--- src/rtl/processor_core_pkg.sv ---
// Shared opcode values, FSM encoding and opcode decode helpers for the command processor.
package processor_core_pkg;

    localparam logic [7:0] OP_NOP  = 8'h00;
    localparam logic [7:0] OP_HALT = 8'h01;
    localparam logic [7:0] OP_JMP  = 8'h02;
    localparam logic [7:0] OP_LDI  = 8'h03;
    localparam logic [7:0] OP_ADD  = 8'h04;
    localparam logic [7:0] OP_DJNZ = 8'h05;
    localparam logic [7:0] OP_OUT  = 8'h06;

    typedef enum logic [2:0] {
        StIdle,
        StFSetup,
        StFClkH,
        StFClkL,
        StDecode,
        StExec,
        StDone
    } state_e;

    // Number of operand bytes following each opcode; illegal opcodes report zero.
    function automatic logic [1:0] operand_count(input logic [7:0] op);
        case (op)
            OP_JMP, OP_LDI: operand_count = 2'd2;
            OP_ADD, OP_OUT: operand_count = 2'd1;
            OP_DJNZ:        operand_count = 2'd3;
            default:        operand_count = 2'd0;
        endcase
    endfunction

endpackage

--- src/rtl/processor_regfile.sv ---
// General register file: one write port, two combinational read ports, synchronous clear.
module processor_regfile #(
    parameter int unsigned NUM_REGS = 4,
    parameter int unsigned DATA_W   = 8,
    localparam int unsigned IDX_W   = $clog2(NUM_REGS)
) (
    input  logic              clk,
    input  logic              clear,
    input  logic              we,
    input  logic [IDX_W-1:0]  waddr,
    input  logic [DATA_W-1:0] wdata,
    input  logic [IDX_W-1:0]  raddr_a,
    output logic [DATA_W-1:0] rdata_a,
    input  logic [IDX_W-1:0]  raddr_b,
    output logic [DATA_W-1:0] rdata_b
);
    logic [DATA_W-1:0] regs_q [NUM_REGS];

    always_ff @(posedge clk) begin
        if (clear) begin
            for (int unsigned i = 0; i < NUM_REGS; i++) begin
                regs_q[i] <= '0;
            end
        end else if (we) begin
            regs_q[waddr] <= wdata;
        end
    end

    assign rdata_a = regs_q[raddr_a];
    assign rdata_b = regs_q[raddr_b];

endmodule

--- src/rtl/processor_core_seq.sv ---
// Byte-coded command processor: fetches instructions from the command BSRAM through a
// software-clocked port and executes a small register ISA on behalf of the Arduino.
module processor_core_seq
    import processor_core_pkg::*;
#(
    parameter int unsigned ADDR_W   = 14,
    parameter int unsigned DATA_W   = 8,
    parameter int unsigned NUM_REGS = 4
) (
    input  logic              sysclk,
    input  logic              arduino_reset,
    input  logic              arduino_execute,
    output logic              arduino_isfinished,
    output logic              arduino_error,
    output logic [DATA_W-1:0] arduino_result,
    input  logic [DATA_W-1:0] mem_cmd_dout,
    output logic [DATA_W-1:0] mem_cmd_din,
    output logic [ADDR_W-1:0] mem_cmd_ad,
    output logic              mem_cmd_ce,
    output logic              mem_cmd_wre,
    output logic              mem_cmd_oce,
    output logic              mem_cmd_clk
);
    localparam int unsigned IDX_W = $clog2(NUM_REGS);

    state_e            state_q, state_d;
    logic [ADDR_W-1:0] pc_q, pc_d, ad_q, ad_d;
    logic [DATA_W-1:0] opcode_q, opcode_d, result_q, result_d;
    logic [DATA_W-1:0] opnd_q [3];
    logic [DATA_W-1:0] opnd_d [3];
    logic [1:0]        cnt_q, cnt_d, need_q, need_d;
    logic              finished_q, finished_d, error_q, error_d;
    logic              ce_q, ce_d, mclk_q, mclk_d;

    logic [7:0]        op8;
    logic              op_legal;
    logic [1:0]        op_count;
    logic [IDX_W-1:0]  sel_idx, rd_idx, rs_idx;
    logic              rf_clear, rf_we;
    logic [IDX_W-1:0]  rf_waddr, rf_raddr_a;
    logic [DATA_W-1:0] rf_wdata, rf_rdata_a, rf_rdata_b, dec_val;

    assign op8        = opcode_q[7:0];
    assign op_legal   = (opcode_q <= DATA_W'(OP_OUT));
    assign op_count   = operand_count(op8);
    assign sel_idx    = opnd_q[0][IDX_W-1:0];
    assign rd_idx     = opnd_q[0][4 +: IDX_W];
    assign rs_idx     = opnd_q[0][IDX_W-1:0];
    assign rf_raddr_a = (op8 == OP_ADD) ? rd_idx : sel_idx;
    assign dec_val    = rf_rdata_a - DATA_W'(1);

    processor_regfile #(
        .NUM_REGS (NUM_REGS),
        .DATA_W   (DATA_W)
    ) u_regfile (
        .clk     (sysclk),
        .clear   (arduino_reset | rf_clear),
        .we      (rf_we),
        .waddr   (rf_waddr),
        .wdata   (rf_wdata),
        .raddr_a (rf_raddr_a),
        .rdata_a (rf_rdata_a),
        .raddr_b (rs_idx),
        .rdata_b (rf_rdata_b)
    );

    always_comb begin
        state_d    = state_q;
        pc_d       = pc_q;
        opcode_d   = opcode_q;
        opnd_d     = opnd_q;
        cnt_d      = cnt_q;
        need_d     = need_q;
        result_d   = result_q;
        finished_d = finished_q;
        error_d    = error_q;
        rf_clear   = 1'b0;
        rf_we      = 1'b0;
        rf_waddr   = sel_idx;
        rf_wdata   = '0;

        unique case (state_q)
            StIdle: begin
                finished_d = 1'b0;
                error_d    = 1'b0;
                if (arduino_execute) begin
                    pc_d     = '0;
                    result_d = '0;
                    cnt_d    = '0;
                    rf_clear = 1'b1;
                    state_d  = StFSetup;
                end
            end
            StFSetup: state_d = StFClkH;
            StFClkH:  state_d = StFClkL;
            StFClkL: begin
                pc_d  = pc_q + ADDR_W'(1);
                cnt_d = cnt_q + 2'd1;
                // cnt_q counts bytes already fetched for this instruction; zero means opcode.
                if (cnt_q == 2'd0) begin
                    opcode_d = mem_cmd_dout;
                    state_d  = StDecode;
                end else begin
                    opnd_d[cnt_q - 2'd1] = mem_cmd_dout;
                    state_d = (cnt_q == need_q) ? StExec : StFSetup;
                end
            end
            StDecode: begin
                need_d = op_count;
                if (!op_legal) begin
                    error_d    = 1'b1;
                    finished_d = 1'b1;
                    state_d    = StDone;
                end else if (op_count != 2'd0) begin
                    state_d = StFSetup;
                end else if (op8 == OP_HALT) begin
                    finished_d = 1'b1;
                    state_d    = StDone;
                end else begin
                    cnt_d   = '0;
                    state_d = StFSetup;
                end
            end
            StExec: begin
                cnt_d   = '0;
                state_d = StFSetup;
                case (op8)
                    OP_JMP: pc_d = ADDR_W'({opnd_q[0], opnd_q[1]});
                    OP_LDI: begin
                        rf_we    = 1'b1;
                        rf_wdata = opnd_q[1];
                    end
                    OP_ADD: begin
                        rf_we    = 1'b1;
                        rf_waddr = rd_idx;
                        rf_wdata = rf_rdata_a + rf_rdata_b;
                    end
                    OP_DJNZ: begin
                        rf_we    = 1'b1;
                        rf_wdata = dec_val;
                        if (dec_val != '0) begin
                            pc_d = ADDR_W'({opnd_q[1], opnd_q[2]});
                        end
                    end
                    OP_OUT:  result_d = rf_rdata_a;
                    default: ;
                endcase
            end
            StDone: begin
                // Holding execute high keeps us here so a finished program never restarts.
                if (!arduino_execute) begin
                    finished_d = 1'b0;
                    error_d    = 1'b0;
                    state_d    = StIdle;
                end
            end
            default: state_d = StIdle;
        endcase
    end

    // Memory port strobes are registered from the next state so they change glitch-free.
    assign ce_d   = (state_d == StFSetup) || (state_d == StFClkH);
    assign mclk_d = (state_d == StFClkH);
    assign ad_d   = (state_d == StFSetup) ? pc_d : ad_q;

    always_ff @(posedge sysclk) begin
        if (arduino_reset) begin
            state_q    <= StIdle;
            pc_q       <= '0;
            ad_q       <= '0;
            opcode_q   <= '0;
            opnd_q     <= '{default: '0};
            cnt_q      <= '0;
            need_q     <= '0;
            result_q   <= '0;
            finished_q <= 1'b0;
            error_q    <= 1'b0;
            ce_q       <= 1'b0;
            mclk_q     <= 1'b0;
        end else begin
            state_q    <= state_d;
            pc_q       <= pc_d;
            ad_q       <= ad_d;
            opcode_q   <= opcode_d;
            opnd_q     <= opnd_d;
            cnt_q      <= cnt_d;
            need_q     <= need_d;
            result_q   <= result_d;
            finished_q <= finished_d;
            error_q    <= error_d;
            ce_q       <= ce_d;
            mclk_q     <= mclk_d;
        end
    end

    assign arduino_isfinished = finished_q;
    assign arduino_error      = error_q;
    assign arduino_result     = result_q;
    assign mem_cmd_ad         = ad_q;
    assign mem_cmd_ce         = ce_q;
    assign mem_cmd_oce        = ce_q;
    assign mem_cmd_clk        = mclk_q;
    assign mem_cmd_din        = '0;
    assign mem_cmd_wre        = 1'b0;

endmodule
--- config.mk ---
export PLATFORM = sky130hd
export DESIGN_NAME = processor_core_seq
export DESIGN_NICKNAME = d
export VERILOG_FILES = /design/src/rtl/processor_core_pkg.sv /design/src/rtl/processor_regfile.sv /design/src/rtl/processor_core_seq.sv
export SDC_FILE = /design/constraint.sdc
export NUM_CORES = 1
export LEC_CHECK = 0
export BUFFER_PORTS_ARGS = -buffer_cell sky130_fd_sc_hd__buf_2
export CAP_MARGIN = 20
export CORE_MARGIN = 2
export CORE_UTILIZATION = 40
export CTS_CLUSTER_DIAMETER = 80
export DETAILED_ROUTE_END_ITERATION = 10
export HOLD_SLACK_MARGIN = 0.08
export PLACE_DENSITY = 0.57
export SYNTH_ARGS = -nofsm -noshare
export SYNTH_HDL_FRONTEND = slang
export SYNTH_SLANG_ARGS = --single-unit
--- constraint.sdc ---
create_clock -name sysclk -period 4.2 [get_ports sysclk]
set_clock_uncertainty 0.05 [all_clocks]
set_input_delay 0.84 -clock sysclk [delete_from_list [all_inputs] [get_ports sysclk]]
set_output_delay 0.84 -clock sysclk [all_outputs]
set_load 0.005 [all_outputs]
==> impl_metrics.py, run 1 <==
metrics = {
    "clocking": {
        "clk_pin_slew_ns": 0.08,
        "cts_root_buf": "clkbuf_16",
        "cts_buffers": 9,
        "clock_path_buffers": 2,
        "cts_hold_buf": 0,
        "cts_sinks": 111,
        "clock_latency_ns": 0.36,
        "cts_setup_buffers": 0,
        "htreeDepth": 3,
        "cts_tree": "done",
        "post_cts_resized": 0,
    },
    "worst_setup_path": {
        "crit_buf_inv": 4,
        "worstPathCellList": "nor4b_2 > nand2_1 > mux2i_2 > inv_1 > ha_1 > inv_1 > fa_1 > inv_1 > a21oi_1 > o21bai_1 > a21o_1 > a21oi_1 > xnor2_1 > a222oi_1 > buf_4 > nor2_1",
        "reg2reg_depth": 16,
        "end_kind": "register",
        "cp.depth": 16,
        "critical_path_arrival_ns": 3.95,
        "cp_slowest_stage_delay_ns": 0.40,
        "crit_path_top_delay_cell": "dfxtp_1",
        "crit_required_ns": 4.26,
        "start_kind": "register",
        "rrSetupSlack_ns": 0.31,
        "worst-setup-path-type": "register to register",
        "cp_common_cell": "inv_1",
        "path_delay_family": "compound AO/OA/AOI/OAI gates",
        "crit_fanout": 9,
    },
    "layout": {
        "drive_above_1_share_pct": 16.4,
        "areaGrowthSynthToFinish_pct": 11.9,
        "num-fill-cells": 1561,
        "seq_area_um2": 2540,
        "layout_common_cells": "89 x nand2_1, 87 x nor2_1, 79 x dfxtp_1",
        "final_area_um2": 7240,
        "n_antenna_cell": 0,
        "nets": 788,
        "final_common_cell": "nand2_1",
        "multi_input_area_um2": 3620,
    },
    "grt": {
        "antenna_found_initial": 0,
        "grt_use_total_pct": 22.9,
        "grt_start_max_net_pins": 49,
        "grt_use_met1_pct": 32.2,
        "grt_pass1_vias": 5361,
        "grt_use_met2_pct": 36.2,
        "met3_usage_pct": 4.01,
        "grt-busiest-layer": "met2",
        "overflow": 0,
        "grt_pass1_wl_mm": 30.9,
    },
    "power": {
        "leakagePower_nw": 2.71,
        "irDropWorstVdd_mv": 0.231,
        "powerDensity_nw_per_um2": 334,
    },
    "synthesis": {
        "yosysSeqAreaShare_pct": 39.3,
        "avgSynthCellArea_um2": 8.80,
        "ys_ff_latch": 111,
        "synthDominantCellAreaShare_pct": 24.4,
        "ys.flop_type": "dfxtp_1",
        "synth_largest_area_cell": "dfxtp_1",
        "syn-cell-area_um2": 6470,
        "syn_inst": 735,
        "synthTopCellsByArea": "dfxtp_1 24%, edfxtp_1 15%, mux4_2 6.3%, a21oi_1 5.3%, nand2_1 5.2%",
        "synthArstFlopShare_pct": 0,
        "synthDistinctLibCells": 71,
        "yosysWarnings": 0,
        "synth_edf_count": 32,
    },
    "routing": {
        "antenna_left": 0,
        "drtPass1Iterations": 5,
        "routedWlPerCell_um": 20.1,
        "drt-total-wl_mm": 19.7,
        "drcViolationCount": 0,
        "dr_total_vias": 5792,
        "viasPerCell": 5.89,
        "drt-initial-drc-count": 581,
    },
    "timing": {
        "tightest_slew_ns": 1.02,
        "fin_crit_sh_pct": 92.6,
        "max_clock_freq_mhz": 257,
        "timing.final.max_slew_violations": 0,
        "finalHoldViolations": 0,
        "finalSetupViolCount": 0,
        "slew-limit-headroom_pct": 32.0,
        "rsz0062_at_grt": "false",
        "final.min_clock_period_ns": 3.89,
        "finalSetupTns_ns": 0,
    },
    "floorplanning": {
        "die_y_um": 131,
        "dieArea_um2": 17200,
        "fp.dieW_um": 131,
        "design.core.area_um2": 15800,
        "initial_core_util_pct": 40.9,
        "ios": 47,
        "num_rows": 46,
    },
    "placement": {
        "routabilityCongestion": 0.977,
        "placed_area_um2": 6910,
        "numPortBuffers": 37,
        "post-dp-hpwl_mm": 14.6,
    },
    "hold_path": {
        "min_path_type": "register to register",
        "worstHoldPathCells": 2,
    },
    "flow_run": {
        "drv_cap": 0,
    },
    "outcome": {
        "outcome": "complete, no violations",
    },
}
## per-stage QoR
stage          hold WS (ns)  std cells  util [%]  setup slack (ns)  power, mW
6_report              0.416        983      45.7             0.310       2.42
5_1_grt               0.442        983      45.7            0.0113       2.52
4_1_cts               0.419        983      45.6             0.297       2.43
3_5_place_dp          0.406        967      43.6             0.366       1.53
3_3_place_gp          0.401        967      43.6             0.460       1.53
2_1_floorplan         0.386        743         -             0.609       1.43
## power breakdown
| part | internal [mW] | total [mW] | switching, mW |
|---|---|---|---|
| clock | 0.476 | 0.903 | 0.427 |
| sequential | 1.14 | 1.18 | 0.0374 |
| combinational | 0.127 | 0.338 | 0.211 |
| total | 1.74 | 2.42 | 0.675 |
## tightest hold or removal path: stages, from the launching register on
cell	delay (ns)
dfxtp_1	0.31
nand2_1	0.06
a21oi_1	0.05
## Yosys cell counts, types with 2 or more instances
master	instances
nand2_1	89
nor2_1	87
dfxtp_1	79
a21oi_1	68
clkbuf_1	44
nand3_1	35
edfxtp_1	32
mux2i_1	22
o21ai_0	20
mux4_2	18
inv_1	17
a31oi_1	15
ha_1	14
o21ai_1	13
a211oi_1	12
o22ai_1	12
buf_4	11
xnor2_1	11
a22oi_1	10
and3_1	10
a222oi_1	7
and2_1	7
nor2b_1	6
nor3_1	6
nor4_1	6
a221oi_1	5
a22o_1	5
xor2_1	5
nand2b_1	4
o21bai_1	4
a2bb2oi_1	3
buf_2	3
nand4_1	3
o31ai_1	3
or2_2	3
or3_1	3
a21o_1	2
a311oi_1	2
and4_1	2
buf_6	2
nor3_2	2
o2bb2ai_1	2
or4_1	2
or4_4	2
## registers in the layout, indices dropped and copies added, names as in the netlist, named ones only
register and cells:
need_q 2, arduino_result 8, mem_cmd_ce 1, u_regfile.regs_q 32, arduino_isfinished 1, mem_cmd_ad 14, arduino_error 1, mem_cmd_clk 1
pc_q 14, opnd_q 22, op8 8, state_q 3, cnt_q 2
## area by class of cell
| class | instances | share of cell area (%) |
|---|---|---|
| Clock buffer | 9 | 3.11 |
| Clock inverter | 7 | 1.23 |
| Inverter | 18 | 0.933 |
| Multi-Input combinational cell | 553 | 50.0 |
| Sequential cell | 111 | 35.1 |
| Tap cell | 216 | 3.73 |
| Timing Repair Buffer | 69 | 5.88 |
## logic make-up after synthesis
kind of cell | synth area share [%]
and+or+nand+nor | 20.2
AOI/OAI and AO/OA | 19.6
DFF | 39.3
buffers and inverters | 5.51
muxes | 10.1
xor gates and xnor gates | 2.17
adders and majority gates | 3.02
other | 0.0580
## layer usage
metal / up-vias / part of all wire (%) / routed length [um]
li1: 2722 / - / -
met5: - / 0 / 0
met1: 2808 / 46 / 8990
met4: 0 / 2.1 / 417
met2: 233 / 46 / 9020
met3: 29 / 6.6 / 1310
## path summary, 6_finish.rpt
| check | from | endpoint |
|---|---|---|
| min reg2reg | opnd_q[5] | opnd_q[5] |
| max reg2reg | op8[1] | u_regfile.regs_q[2][6] |
| min | opnd_q[5] | opnd_q[5] |
| max | op8[1] | u_regfile.regs_q[2][6] |
Note: power is estimated with default switching activity, not from simulation.
==> inputs of run 2 (changes only) <==
CORE_UTILIZATION = 55   (was 40)
PLACE_DENSITY = 0.77   (was 0.57)
SYNTH_HIERARCHICAL = 1   (was unset)
==> run 2 against run 1 <==
  * The run now ends with DRC left
  * Clock-buffer cell count rose by 2
  * Cell count is 9.0% lower
  * Core utilization rose by 17 points
  * Via count decreased by 0.16%
  * Maximum frequency decreased by 2.9%
  * Worst hold slack improved by 0.0049 ns
  * Non-clock buffer count fell by 4
  * Critical path type unchanged
  * Critical endpoint is now pc_q[9]
==> impl_metrics.py, run 2 <==
metrics = {
    "layout": {
        "seq_area_um2": 2500,
        "layout_common_cells": "77 x dfxtp_1, 70 x nand2_1, 49 x nor2_1, 49 x a21oi_1, 37 x buf_2",
        "areaGrowthSynthToFinish_pct": 10.5,
        "final_area_um2": 7250,
        "multi_input_area_um2": 3780,
        "final_common_cell": "dfxtp_1",
        "drive_above_1_share_pct": 18.4,
        "utilization_pct": 62.9,
        "layout.cells.non_filler": 895,
        "reg_top3": "u_regfile/regs_q: 32 flops, opnd_q: 22 flops",
        "nets": 773,
        "n_antenna_cell": 0,
        "largest_register": "u_regfile/regs_q",
        "largest_reg_flops": 32,
        "num-fill-cells": 981,
    },
    "power": {
        "leakagePower_nw": 2.73,
        "powerDensity_nw_per_um2": 352,
        "total_power_mw": 2.55,
        "irDropWorstVdd_mv": 0.322,
    },
    "clocking": {
        "clock_latency_ns": 0.36,
        "cts_hold_buf": 0,
        "cts_sinks": 109,
        "cts_buffers": 9,
        "clk_pin_slew_ns": 0.07,
        "cts_root_buf": "clkbuf_16",
        "cts_tree": "done",
        "htreeDepth": 3,
        "clock_path_buffers": 2,
    },
    "timing": {
        "slew-limit-headroom_pct": 28.5,
        "final.min_clock_period_ns": 4.01,
        "fin_crit_sh_pct": 95.4,
        "finalSetupTns_ns": 0,
        "timing.final.max_slew_violations": 0,
        "max_clock_freq_mhz": 250,
        "tightest_slew_ns": 1.06,
        "finalSetupViolCount": 0,
        "finalHoldViolations": 0,
    },
    "grt": {
        "grt_pass1_wl_mm": 27.6,
        "overflow": 0,
        "grt_use_total_pct": 27.0,
        "grt_start_max_net_pins": 36,
        "antenna_found_initial": 0,
        "grt_pass1_vias": 5426,
    },
    "worst_setup_path": {
        "rrSetupSlack_ns": 0.19,
        "crit_required_ns": 4.37,
        "worst-setup-path-type": "register to register",
        "crit_fanout": 15,
        "critical_path_arrival_ns": 4.17,
        "end_kind": "register",
        "start_kind": "register",
    },
    "routing": {
        "antenna_left": 0,
        "drtPass1Iterations": 11,
        "drt-initial-drc-count": 592,
        "dr_total_vias": 5783,
        "drcViolationCount": 6,
        "routedWlPerCell_um": 19.2,
        "drt-total-wl_mm": 17.2,
        "viasPerCell": 6.46,
    },
    "floorplanning": {
        "fp.dieW_um": 113,
        "initial_core_util_pct": 57.0,
        "die_y_um": 113,
        "num_rows": 39,
        "ios": 47,
        "dieArea_um2": 12800,
        "design.core.area_um2": 11500,
    },
    "flow_run": {
        "drv_cap": 0,
    },
    "synthesis": {
        "synthDominantCellAreaShare_pct": 23.5,
        "yosysWarnings": 6,
        "synth_largest_area_cell": "dfxtp_1",
        "synthDistinctLibCells": 73,
        "yosysSeqAreaShare_pct": 38.1,
        "synth_most_common_cell": "dfxtp_1",
        "synth_edf_count": 32,
        "synthArstFlopShare_pct": 0,
        "synthTopCellsByArea": "dfxtp_1 23%, edfxtp_1 15%, mux4_2 5.5%, nand2_1 4.0%, a21oi_1 4.0%",
        "ys.flop_type": "dfxtp_1",
        "syn_inst": 723,
        "ys_ff_latch": 109,
        "syn-cell-area_um2": 6560,
        "avgSynthCellArea_um2": 9.07,
        "synth_commonest_cells": "77 x dfxtp_1, 70 x nand2_1, 52 x a21oi_1, 49 x nor2_1, 43 x clkbuf_1",
    },
    "placement": {
        "placed_area_um2": 6810,
        "post-dp-hpwl_mm": 12.6,
        "place_inst": 873,
        "numPortBuffers": 37,
        "routabilityCongestion": 0.918,
    },
    "outcome": {
        "violations": "DRC",
        "outcome": "complete, but fails checks",
    },
    "hold_path": {
        "min_path_type": "register to register",
    },
}
-- run 2: cell count changes after synthesis, sizes merged, moves of 7 or more --
cell	delta
nor2	-37
o221ai	+10
nand2	-19
o21bai	+12
and2	+33
nand4	+11
a211oi	-13
o31ai	+9
o22ai	-9
a21o	+11
a21oi	-16
mux2i	-10
a22oi	-7
-- run 2: critical path, cell delays in order, from the launching register on --
cell,delay (ns)
dfxtp_1,0.33
nor4_2,0.27
buf_4,0.16
nand2b_1,0.11
nor3_4,0.28
mux2_4,0.40
mux4_2,0.52
inv_1,0.17
ha_2,0.26
and2_1,0.15
a21oi_1,0.08
o221a_2,0.35
o31ai_1,0.33
a31oi_1,0.21
o21bai_1,0.20
-- run 2: routing by layer --
layer	share of wire [%]	global-route usage, %	vias up
li1	-	-	2720
met1	41	34.2	2776
met2	50	46.4	262
met3	7.2	5.68	25
met4	2.2	8.62	0
met5	0	0	-
-- run 2: what timing repair did --
action	CTS	global route
setup endpoints to repair	1	26
buffers inserted	0	6
resized for setup	1	18
pin swaps	0	7
-- run 2: path summary, 6_finish.rpt --
| check | from | endpoint | cells past startpoint |
|---|---|---|---|
| setup / recovery | op8[6] | pc_q[9] | 14 |
| hold reg to reg | opnd_q[1] | opnd_q[1] | 2 |
| hold / removal | opnd_q[1] | opnd_q[1] | 2 |
| setup reg to reg | op8[6] | pc_q[9] | 14 |
-- run 2: final cells by class --
type / instances / share of cell area [%]
Multi-Input combinational cell: 545 / 52.2
Tap cell: 143 / 2.47
Sequential cell: 109 / 34.5
Inverter: 17 / 0.881
Timing Repair Buffer: 65 / 5.46
Clock buffer: 11 / 3.35
Clock inverter: 5 / 1.14
-- run 2: through the flow --
step	hold slack [ns]	setup WS, ns
6_report	0.421	0.195
4_1_cts	0.417	0.0457
2_1_floorplan	0.386	0.0171
3_5_place_dp	0.408	-0.00623
3_3_place_gp	0.403	0.0879
5_1_grt	0.429	-0.0222
-- run 2: cells by family after synthesis --
| logic type | share of synthesized area [%] |
|---|---|
| buffers and inverters | 5.86 |
| adders and majority gates | 2.98 |
| and+or+nand+nor | 22.1 |
| AOI/OAI and AO/OA | 21.2 |
| xor gates and xnor gates | 1.87 |
| DFF | 38.1 |
| other | 0.0572 |
| muxes | 7.82 |
-- run 2: power breakdown --
part           internal [mW]  switching, mW  leakage, nW
combinational          0.179          0.277         1.60
clock                  0.541          0.383        0.160
sequential              1.14         0.0341        0.968
total                   1.86          0.694         2.73
